`config.mk`:
```
export PLATFORM = sky130hd
export DESIGN_NAME = fetch_sequencer
export DESIGN_NICKNAME = d
export VERILOG_FILES = /design/src/rtl/fetch_sequencer.sv
export SDC_FILE = /design/constraint.sdc
export NUM_CORES = 1
export LEC_CHECK = 0
export ABC_AREA = 1
export BUFFER_PORTS_ARGS = -buffer_cell sky130_fd_sc_hd__buf_4
export CORE_UTILIZATION = 42
export CTS_CLUSTER_DIAMETER = 40
export DETAILED_ROUTE_END_ITERATION = 6
export PLACE_DENSITY = 0.81
export SLEW_MARGIN = 40
export SYNTH_ARGS = -nofsm -noshare
export SYNTH_HDL_FRONTEND = slang
export SYNTH_SLANG_ARGS = --single-unit
```
`constraint.sdc`:
```
create_clock -name clk -period 3.2 [get_ports clk]
set_input_delay 0.64 -clock clk [delete_from_list [all_inputs] [get_ports clk]]
set_output_delay 0.64 -clock clk [all_outputs]
set_load 0.005 [all_outputs]
```
`src/rtl/fetch_sequencer.sv`:
```
// fetch_sequencer: owns the architectural PC, drives the PC mux op, issues
// single-outstanding instruction fetches and hands instructions to decode.
// Execute-stage redirects replace the PC. A fetch that is still in flight
// when a redirect arrives is marked stale and its response is discarded.
module fetch_sequencer #(
  parameter int                         MEMORY_ADDR_W = 32,
  parameter int                         PC_OP_W       = 2,
  parameter logic [MEMORY_ADDR_W-1:0]   RESET_PC      = '0,
  parameter logic [PC_OP_W-1:0]         PC_OP_SEQ     = PC_OP_W'(0),
  parameter logic [PC_OP_W-1:0]         PC_OP_JAL     = PC_OP_W'(1),
  parameter logic [PC_OP_W-1:0]         PC_OP_JALR    = PC_OP_W'(2),
  parameter logic [PC_OP_W-1:0]         PC_OP_BRANCH  = PC_OP_W'(3)
) (
  input  logic                     clk,
  input  logic                     rst,
  output logic [PC_OP_W-1:0]       pc_op,
  output logic [MEMORY_ADDR_W-1:0] pc,
  input  logic [MEMORY_ADDR_W-1:0] next_pc,
  input  logic                     ex_valid,
  input  logic [PC_OP_W-1:0]       ex_op,
  input  logic                     ex_taken,
  output logic                     imem_req_valid,
  input  logic                     imem_req_ready,
  output logic [MEMORY_ADDR_W-1:0] imem_addr,
  input  logic                     imem_rsp_valid,
  input  logic [31:0]              imem_rsp_data,
  output logic                     if_valid,
  input  logic                     if_ready,
  output logic [31:0]              if_instr,
  output logic [MEMORY_ADDR_W-1:0] if_pc,
  output logic                     err_misaligned
);

  localparam logic [1:0] S_REQ  = 2'd0;
  localparam logic [1:0] S_WAIT = 2'd1;
  localparam logic [1:0] S_HOLD = 2'd2;
  localparam logic [1:0] S_HALT = 2'd3;

  logic [1:0]               state_q, state_d;
  logic [MEMORY_ADDR_W-1:0] pc_q, pc_d;
  logic                     drop_q, drop_d;
  logic                     if_valid_q, if_valid_d;
  logic [31:0]              if_instr_q, if_instr_d;
  logic [MEMORY_ADDR_W-1:0] if_pc_q, if_pc_d;
  logic                     err_q, err_d;
  logic                     redirect;
  logic                     misalign;

  // Redirect decode; HALT ignores execute entirely, so pc_op falls back to SEQ.
  always_comb begin
    redirect = ex_valid && (state_q != S_HALT) &&
               ((ex_op == PC_OP_JAL) || (ex_op == PC_OP_JALR) ||
                ((ex_op == PC_OP_BRANCH) && ex_taken));
    misalign = redirect && (next_pc[1:0] != 2'b00);
    pc_op    = redirect ? ex_op : PC_OP_SEQ;
  end

  // Next-state logic for the fetch FSM, PC, stale-response flag and decode slot.
  always_comb begin
    state_d    = state_q;
    pc_d       = pc_q;
    drop_d     = drop_q;
    if_valid_d = if_valid_q;
    if_instr_d = if_instr_q;
    if_pc_d    = if_pc_q;
    err_d      = misalign;
    case (state_q)
      S_REQ: begin
        if (redirect) begin
          pc_d = next_pc;
          if (misalign) begin
            drop_d  = 1'b0;
            state_d = S_HALT;
          end else if (imem_req_ready) begin
            // The request for the old PC was accepted this cycle: its
            // response is stale and must be thrown away.
            drop_d  = 1'b1;
            state_d = S_WAIT;
          end
        end else if (imem_req_ready) begin
          state_d = S_WAIT;
        end
      end
      S_WAIT: begin
        if (redirect) begin
          pc_d = next_pc;
          if (misalign) begin
            drop_d  = 1'b0;
            state_d = S_HALT;
          end else if (imem_rsp_valid) begin
            drop_d  = 1'b0;
            state_d = S_REQ;
          end else begin
            drop_d  = 1'b1;
          end
        end else if (imem_rsp_valid) begin
          if (drop_q) begin
            drop_d  = 1'b0;
            state_d = S_REQ;
          end else begin
            if_instr_d = imem_rsp_data;
            if_pc_d    = pc_q;
            if_valid_d = 1'b1;
            state_d    = S_HOLD;
          end
        end
      end
      S_HOLD: begin
        // A redirect flushes the held instruction even if decode takes it.
        if (redirect) begin
          pc_d       = next_pc;
          if_valid_d = 1'b0;
          state_d    = misalign ? S_HALT : S_REQ;
        end else if (if_ready) begin
          pc_d       = next_pc;
          if_valid_d = 1'b0;
          state_d    = S_REQ;
        end
      end
      default: begin
        if_valid_d = 1'b0;
        state_d    = S_HALT;
      end
    endcase
  end

  // State registers; reset returns to a fresh fetch from RESET_PC.
  always_ff @(posedge clk or posedge rst) begin
    if (rst) begin
      state_q    <= S_REQ;
      pc_q       <= RESET_PC;
      drop_q     <= 1'b0;
      if_valid_q <= 1'b0;
      if_instr_q <= '0;
      if_pc_q    <= '0;
      err_q      <= 1'b0;
    end else begin
      state_q    <= state_d;
      pc_q       <= pc_d;
      drop_q     <= drop_d;
      if_valid_q <= if_valid_d;
      if_instr_q <= if_instr_d;
      if_pc_q    <= if_pc_d;
      err_q      <= err_d;
    end
  end

  // Output mapping; no request is presented while reset is held.
  always_comb begin
    imem_req_valid = (state_q == S_REQ) && !rst;
    imem_addr      = pc_q;
    pc             = pc_q;
    if_valid       = if_valid_q;
    if_instr       = if_instr_q;
    if_pc          = if_pc_q;
    err_misaligned = err_q;
  end

endmodule

```
Yosys cells after proc, flatten, opt, wreduce, memory -nomap -nowiden:

Index checks and enable logic that the tools add are counted.

* equality and inequality tests: 15
* reduce and logical (&&, ||, !) cells: 18
* mux-type cells: 31
* bitwise logic cells: 3

Operators by type and width (count)
* 32-bit two-way mux: 3
* 32-bit one-hot mux with 2 select lines: 1
* 2-bit two-way mux: 12
* 1-bit two-way mux: 12
* 3-bit != test, second input constant: 4
* 2-bit != test, second input constant: 5
* 4-bit AND reduction: 2
* 2-bit equality test, second input constant: 3
* 2-bit one-hot mux with 3 select lines: 1
* 3-bit AND reduction: 2
* 2-bit nonzero test: 3
* 1-bit logical AND: 5
* 5-bit AND reduction: 1
* 2-bit by 1-bit equality test with 1-bit output, second input constant: 2
* 1-bit NOT: 3
* 1-bit one-hot mux with 3 select lines: 1
* 2-bit zero test: 1
* 1-bit logical OR: 2
* 2-bit by 1-bit != test with 1-bit output, second input constant: 1
* 1-bit one-hot mux with 2 select lines: 1
* 2-bit OR reduction: 1
* 1-bit zero test: 1

* logic and storage cells: 74
* flip-flop bits (word level): 101
* output and inout port bits: 133

Longest topological paths before layout:

Gate-level depths: netlist of the first run.

* depth in word-level cells: 8
* gate-level depth with buffers: 10
* depth with buffers taken out: 10

Worst setup path before layout of the first run:

OpenSTA, ideal clock, no wires.

* path type: input port to output port
* start point: input ex_op[0]
* end point: output pc_op[0]
* arrival time: 1.279 ns
* data required time: 2.560 ns
* stages: 5
* buffers on the path: 0
* path slack: 1.281 ns
* cell sequence: ha_1 > inv_1 > nand2_1 > nand2_4 > nor2_1

* cells in the longest elaborated chain, start to end: 5
* elaborated cells between the ends (all ways): 8

Ends and longest elaborated chain
* start: declaration: line 20 `input logic [PC_OP_W-1:0] ex_op,`
* 2-bit by 1-bit equality test with 1-bit output (tied with other cells): line 52 `((ex_op == PC_OP_JAL) || (ex_op == PC_OP_JALR) ||`
* 1-bit logical OR / 1-bit logical AND (equally long branches): line 52, 53
* 1-bit logical OR: line 52
* 1-bit logical AND: line 51 `redirect = ex_valid && (state_q != S_HALT) &&`
* 2-bit two-way mux *: line 55 `pc_op = redirect ? ex_op : PC_OP_SEQ;`
* end: declaration: line 16 `output logic [PC_OP_W-1:0] pc_op,`

Mark *: on every way between the ends. The rest lies on a longest branch, timed or not.

Final worst setup path of the first run:

* start point: input ex_op[0]
* end point: output pc_op[1]

* cells in the longest elaborated chain, start to end: 5
* elaborated cells between the ends (all ways): 8

Ends and longest elaborated chain (line)
* 2-bit by 1-bit equality test with 1-bit output (tied with other cells): 52
* 1-bit logical OR / 1-bit logical AND (equally long branches): 52, 53
* 1-bit logical OR *: 52
* 1-bit logical AND *: 51
* 2-bit two-way mux *: 55

Marked as above.

==> qor.yml, run 1 <==
ys_async_sr_fraction: 1.00
synth-edff-count: 0
grt_use_total: 0.189
cts_root_buf: "clkbuf_8"
finClkSkew_ps: 5.39
grt_use_met2: 0.328
grt_max_degree: 48
fillers: 904
synth_most_common_cell: "nand2_1"
synthTopCellsByArea: "dfrtp_1, o21ai_2, nand2_1"
leakagePower_nw: 3.32
min_period_ps: 2250
cap_violations: 0
wl_per_cell_um: 13.1
met1_usage: 0.231
synthFlopType: "dfrtp_1"
rsz0062_at_grt: "no"
min_period_over_period: 0.703
postSynthNetCount: 537
io_pins: 206
critPathLaunchType: "input pin"
cts_sinks: 101
final_cells: 774
drc: 0
hold_viol: 0
cp_common_cell: "buf_4"
fin_util: 0.585
clkTransAtPathRegs_ps: 90
htree_levels: 3
die-area_um2: 11200
cts.path.max_buffers: 2
holdCritPathClass: "input pin to asynchronous set/reset pin"
crit_type: "input pin to primary output"
grt_busiest_layer: "met2"
nets: 708
ctsResizeCount: 0
power_density_nw_per_um2: 924
dp.cells: 758
io_buffers: 205
grt_pass1_vias: 3546
area_growth_pct: 34.1
yosys.area.top_type: "dfrtp_1"
multi_input_area_um2: 1260
drv_slew: 0
tightest_slew_ps: 551
postRouteWirelength_mm: 10.2
dr.pass1.iters: 5
slowest_stage: "ha_1"
syn_avg_cell_area_um2: 9.77
overflow: 0
worstPathArrival_ps: 1610
setup_tns_ps: 0
numCtsBuffers: 9
seq_area_um2: 2530
hold_ws_ps: 315
cts_tree: "built"
cp_cell_sequence: "buf_4 > ha_1 > inv_1 > nand2_1 > nand2_4 > nor2_1 > buf_4"
seq_area_frac_synth: 0.559
ys_types: 23
max_freq_mhz: 445
grt_pass1_wl_mm: 16.6
via_count: 3558
netlist_instances: 463
synth_area_um2: 4520
setup_viol: 0
critPathCaptureType: "primary output"
initial_core_util: 0.436
die_h_um: 106
cts.hold.buffers_added: 0
crit_required_ps: 2560
clk_latency_ps: 350
num_antenna_cells: 0
peakVddDrop_mv: 0.464
rows: 37
worst-path-max-fanout: 7
synth_top_area_share: 0.559
relSlewSlack: 0.632
grt_util_met3: 0.0433
antenna_found_initial: 0
routabilityCongestion: 0.960
first_iter_violations: 203
cts_setup_buffers: 0
cpPeakStageDelay_ps: 260
viasPerCell: 4.60
dieWidth_um: 106
dp_hpwl_mm: 7.76
status: "finished clean"
layout-drive-gt1-share: 0.447
ys_ff_latch: 101
ys_warn_count: 0
ant_nets: 0
core_area_um2: 10400
ys_top_cells_by_count: "nand2_1, dfrtp_1, inv_1"
through the flow:
step	power (mW)	setup slack, ps	area (um2)
after floorplan	3.70	1280	4530
after global placement	4.86	738	5890
after detailed placement	4.97	650	5890
after CTS	5.68	955	6050
after global routing	6.05	869	6060
final	5.60	950	6060
per-layer routing:
| layer | vias up | share of wire | wire (um) |
|---|---|---|---|
| met5 | - | 0 | 0 |
| met4 | 0 | 0.014 | 145 |
| met3 | 12 | 0.063 | 645 |
| met2 | 150 | 0.51 | 5150 |
| met1 | 1662 | 0.42 | 4220 |
| li1 | 1734 | - | - |
where the power goes:
| group | internal [mW] | switching, mW |
|---|---|---|
| clock network | 0.299 | 0.397 |
| registers | 1.88 | 0.431 |
| logic | 1.41 | 1.18 |
| total | 3.59 | 2.01 |
logic make-up (layout without fill, tap and decap cells):
group / after synthesis / count (layout) / synth area share
buf+inv: 130 / 305 / 0.162
simple gates: 131 / 131 / 0.118
compound gates: 100 / 100 / 0.158
flops: 101 / 101 / 0.559
fa+ha+maj: 1 / 1 / 0.00277
cells in the final DEF (no fill, tap or decap), drive strengths merged:
cell type / netlist / routed
dfrtp: 101 / 101
clkbuf: 1 / 13
clkinv: 0 / 2
a31oi: 1 / 1
buf: 51 / 212
a21boi: 1 / 1
o21ai: 96 / 96
clkinvlp: 0 / 1
nand4: 1 / 1
inv: 78 / 77
nor2: 4 / 4
nand2: 116 / 116
ha: 1 / 1
nand3: 7 / 7
nor3: 2 / 2
a21oi: 2 / 2
or2: 1 / 1
flip-flops by register name, indices dropped and copies added, names as in the netlist:
signal / flops
if_valid: 1
err_misaligned: 1
state_q: 2
imem_addr: 32
if_instr: 32
drop_q: 1
if_pc: 32
path summary, 6_finish.rpt:
path                            start    endpoint  slack (ps)  cells past startpoint
max                          ex_op[0]    pc_op[1]         950                      7
min                               rst  state_q[0]         310                      2
max reg2reg                state_q[1]   if_pc[15]        1220                      7
min reg2reg                    drop_q      drop_q         490                      2
max in group asynchronous         rst      drop_q        2120                      4
min in group clk               drop_q      drop_q         490                      2
worst max-delay path, delay by kind of cell:
family        cells  cell delay [ps]
simple gates      3              420
buf+inv           3              270
fa+ha+maj         1              260
area by class of cell:
cell class / count / share of cell area
timing repair buffer: 212 / 0.272
inverter: 78 / 0.0489
sequential: 101 / 0.417
multi-input combinational: 232 / 0.208
clock inverter: 2 / 0.00165
tap: 136 / 0.0281
clock buffer: 13 / 0.0246
(Power assumes the default switching activity.)
==> inputs of run 2 (changes only) <==
- clock period: 3.2 -> 1.8 ns (I/O delays scaled with it)
==> run 2 against run 1 <==
- routed wire length down 0.27%
- final area up 0.91%
- utilization up 0.53 points
- clock-buffer cell count down 2
- critical path depth down 3
- highest routed layer unchanged
==> qor.yml, run 2 (synthesized netlist as in run 1, its figures left out) <==
finClkSkew_ps: 13.2  # was 5.39 ps
grt_pass1_vias: 3430  # was 3,546
critPathCaptureType: "primary output"  # unchanged
wl_per_cell_um: 13.0  # was 13.1 um
cap_violations: 0  # unchanged
max_freq_mhz: 568
hold_viol: 0  # unchanged
rsz0062_at_grt: "no"  # unchanged
power_density_nw_per_um2: 1660  # was 924 nW/um2
antenna_found_initial: 0  # unchanged
io_buffers: 205  # unchanged
setup_viol: 0  # unchanged
worst-path-max-fanout: 7  # unchanged
switching_share: 0.362  # was 0.359
relSlewSlack: 0.623  # was 0.632
placed_cell_area_um2: 5890  # unchanged
min_period_over_period: 0.978
peakVddDrop_mv: 0.845  # was 0.464 mV
num_antenna_cells: 0  # unchanged
dr.pass1.iters: 6  # was 5
numCtsBuffers: 9  # unchanged
htree_levels: 3  # unchanged
setup_tns_ps: 0  # unchanged
dp.cells: 758  # unchanged
crit_required_ps: 1440  # was 2560 ps
die_h_um: 106  # unchanged
cts.path.max_buffers: 2  # unchanged
drc: 0  # unchanged
clk_latency_ps: 360  # was 350 ps
area_growth_pct: 35.3  # was 34.1%
die-area_um2: 11200  # unchanged
initial_core_util: 0.436  # unchanged
rows: 37  # unchanged
cts_tree: "built"  # unchanged
nets: 710  # was 708
fin_util: 0.590  # was 0.585
grt_use_total: 0.180  # was 0.189
cts_root_buf: "clkbuf_8"  # unchanged
pwr-share-clk: 0.137  # was 0.124
p_sw_mw: 3.68  # was 2.01 mW
layout-drive-gt1-share: 0.459  # was 0.447
io_pins: 206  # unchanged
grt_max_degree: 102  # was 48
leakagePower_nw: 3.34  # was 3.32 nW
cts_sinks: 101  # unchanged
intPower_mw: 6.49  # was 3.59 mW
first_iter_violations: 160  # was 203
comb_power_share: 0.460  # was 0.463
critPathLaunchType: "register"  # was input pin
via_count: 3580  # was 3,558
ant_nets: 0  # unchanged
dieWidth_um: 106  # unchanged
drv_slew: 0  # unchanged
crit_type: "register to primary output"  # was input pin to primary output
power_mw: 10.2  # was 5.60 mW
final_cell_mix: "buf_4, nand2_1, dfrtp_1"  # unchanged
clkTransAtPathRegs_ps: 100  # was 90 ps
p_seq_frac: 0.403  # was 0.413
final_cells: 777  # was 774
status: "finished clean"  # unchanged
dp_hpwl_mm: 7.32  # was 7.76 mm
core_area_um2: 10400  # unchanged
final_common_cell: "buf_4"  # unchanged
overflow: 0  # unchanged
worstPathArrival_ps: 1400  # was 1610 ps
tightest_slew_ps: 566  # was 551 ps
grt_pass1_wl_mm: 16.1  # was 16.6 mm
holdCritPathClass: "input pin to asynchronous set/reset pin"  # unchanged
postRouteWirelength_mm: 10.1  # was 10.2 mm
stdcell_area_um2: 6120  # was 6060 um2
viasPerCell: 4.61  # was 4.60
routabilityCongestion: 0.846  # was 0.960
min_period_ps: 1760
==> run 2: area by class of cell <==
type / instances / area [um2]
Sequential cell: 101 / 2530
Inverter: 78 / 297
Clock inverter: 5 / 42.5
Timing Repair Buffer: 214 / 1660
Tap cell: 136 / 170
Fill cell: 886 / 4250
Clock buffer: 11 / 151
Multi-Input combinational cell: 232 / 1270
==> run 2: per-layer routing <==
metal,GRT usage,wire (um),vias up
met5,0,0,-
met2,0.311,5100,148
met3,0.0433,677,19
met4,0.0625,172,0
met1,0.220,4190,1679
li1,-,-,1734
==> run 2: worst paths after layout <==
| kind | from | end | slack (ps) | cells after the start |
|---|---|---|---|---|
| min in group clk | next_pc[22] | imem_addr[22] | 200 | 3 |
| setup reg to reg | state_q[1] | if_instr[2] | 160 | 8 |
| setup / recovery | state_q[1] | pc_op[0] | 40 | 4 |
| hold reg to reg | if_valid | if_valid | 480 | 2 |
| max in group asynchronous | rst | state_q[0] | 1180 | 3 |
| hold / removal | rst | state_q[1] | 110 | 3 |
==> run 2: per-stage QoR <==
stage	hold WS [ps]	setup WS, ps
3_5_place_dp	464	88.8
4_1_cts	173	27.0
5_1_grt	186	1.00
6_report	107	39.3
3_3_place_gp	462	123
2_1_floorplan	449	236
==> run 2: what timing repair did <==
action | 4_1_cts | 5_1_grt
setup buffers | 2 | 1
pin swaps | 1 | 0
hold buffers | 0 | 0
gates cloned | 0 | 0
setup endpoints to repair | 2 | 2
resized for setup | 3 | 1
==> run 2: power by group through the flow <==
stage | clock, mW | sequential [mW] | combinational [mW]
2_1_floorplan | 0 | 4.10 | 2.47
3_3_place_gp | 0 | 4.09 | 4.53
3_5_place_dp | 0 | 4.14 | 4.66
4_1_cts | 1.43 | 4.11 | 4.72
5_1_grt | 1.52 | 4.23 | 5.17
6_report | 1.39 | 4.10 | 4.68
==> run 2: worst max-delay path: stages (launching register included) <==
cell     delay (ps)
dfrtp_2         450
a21oi_4         190
nand2_4         110
nor2_1          140
buf_4           140
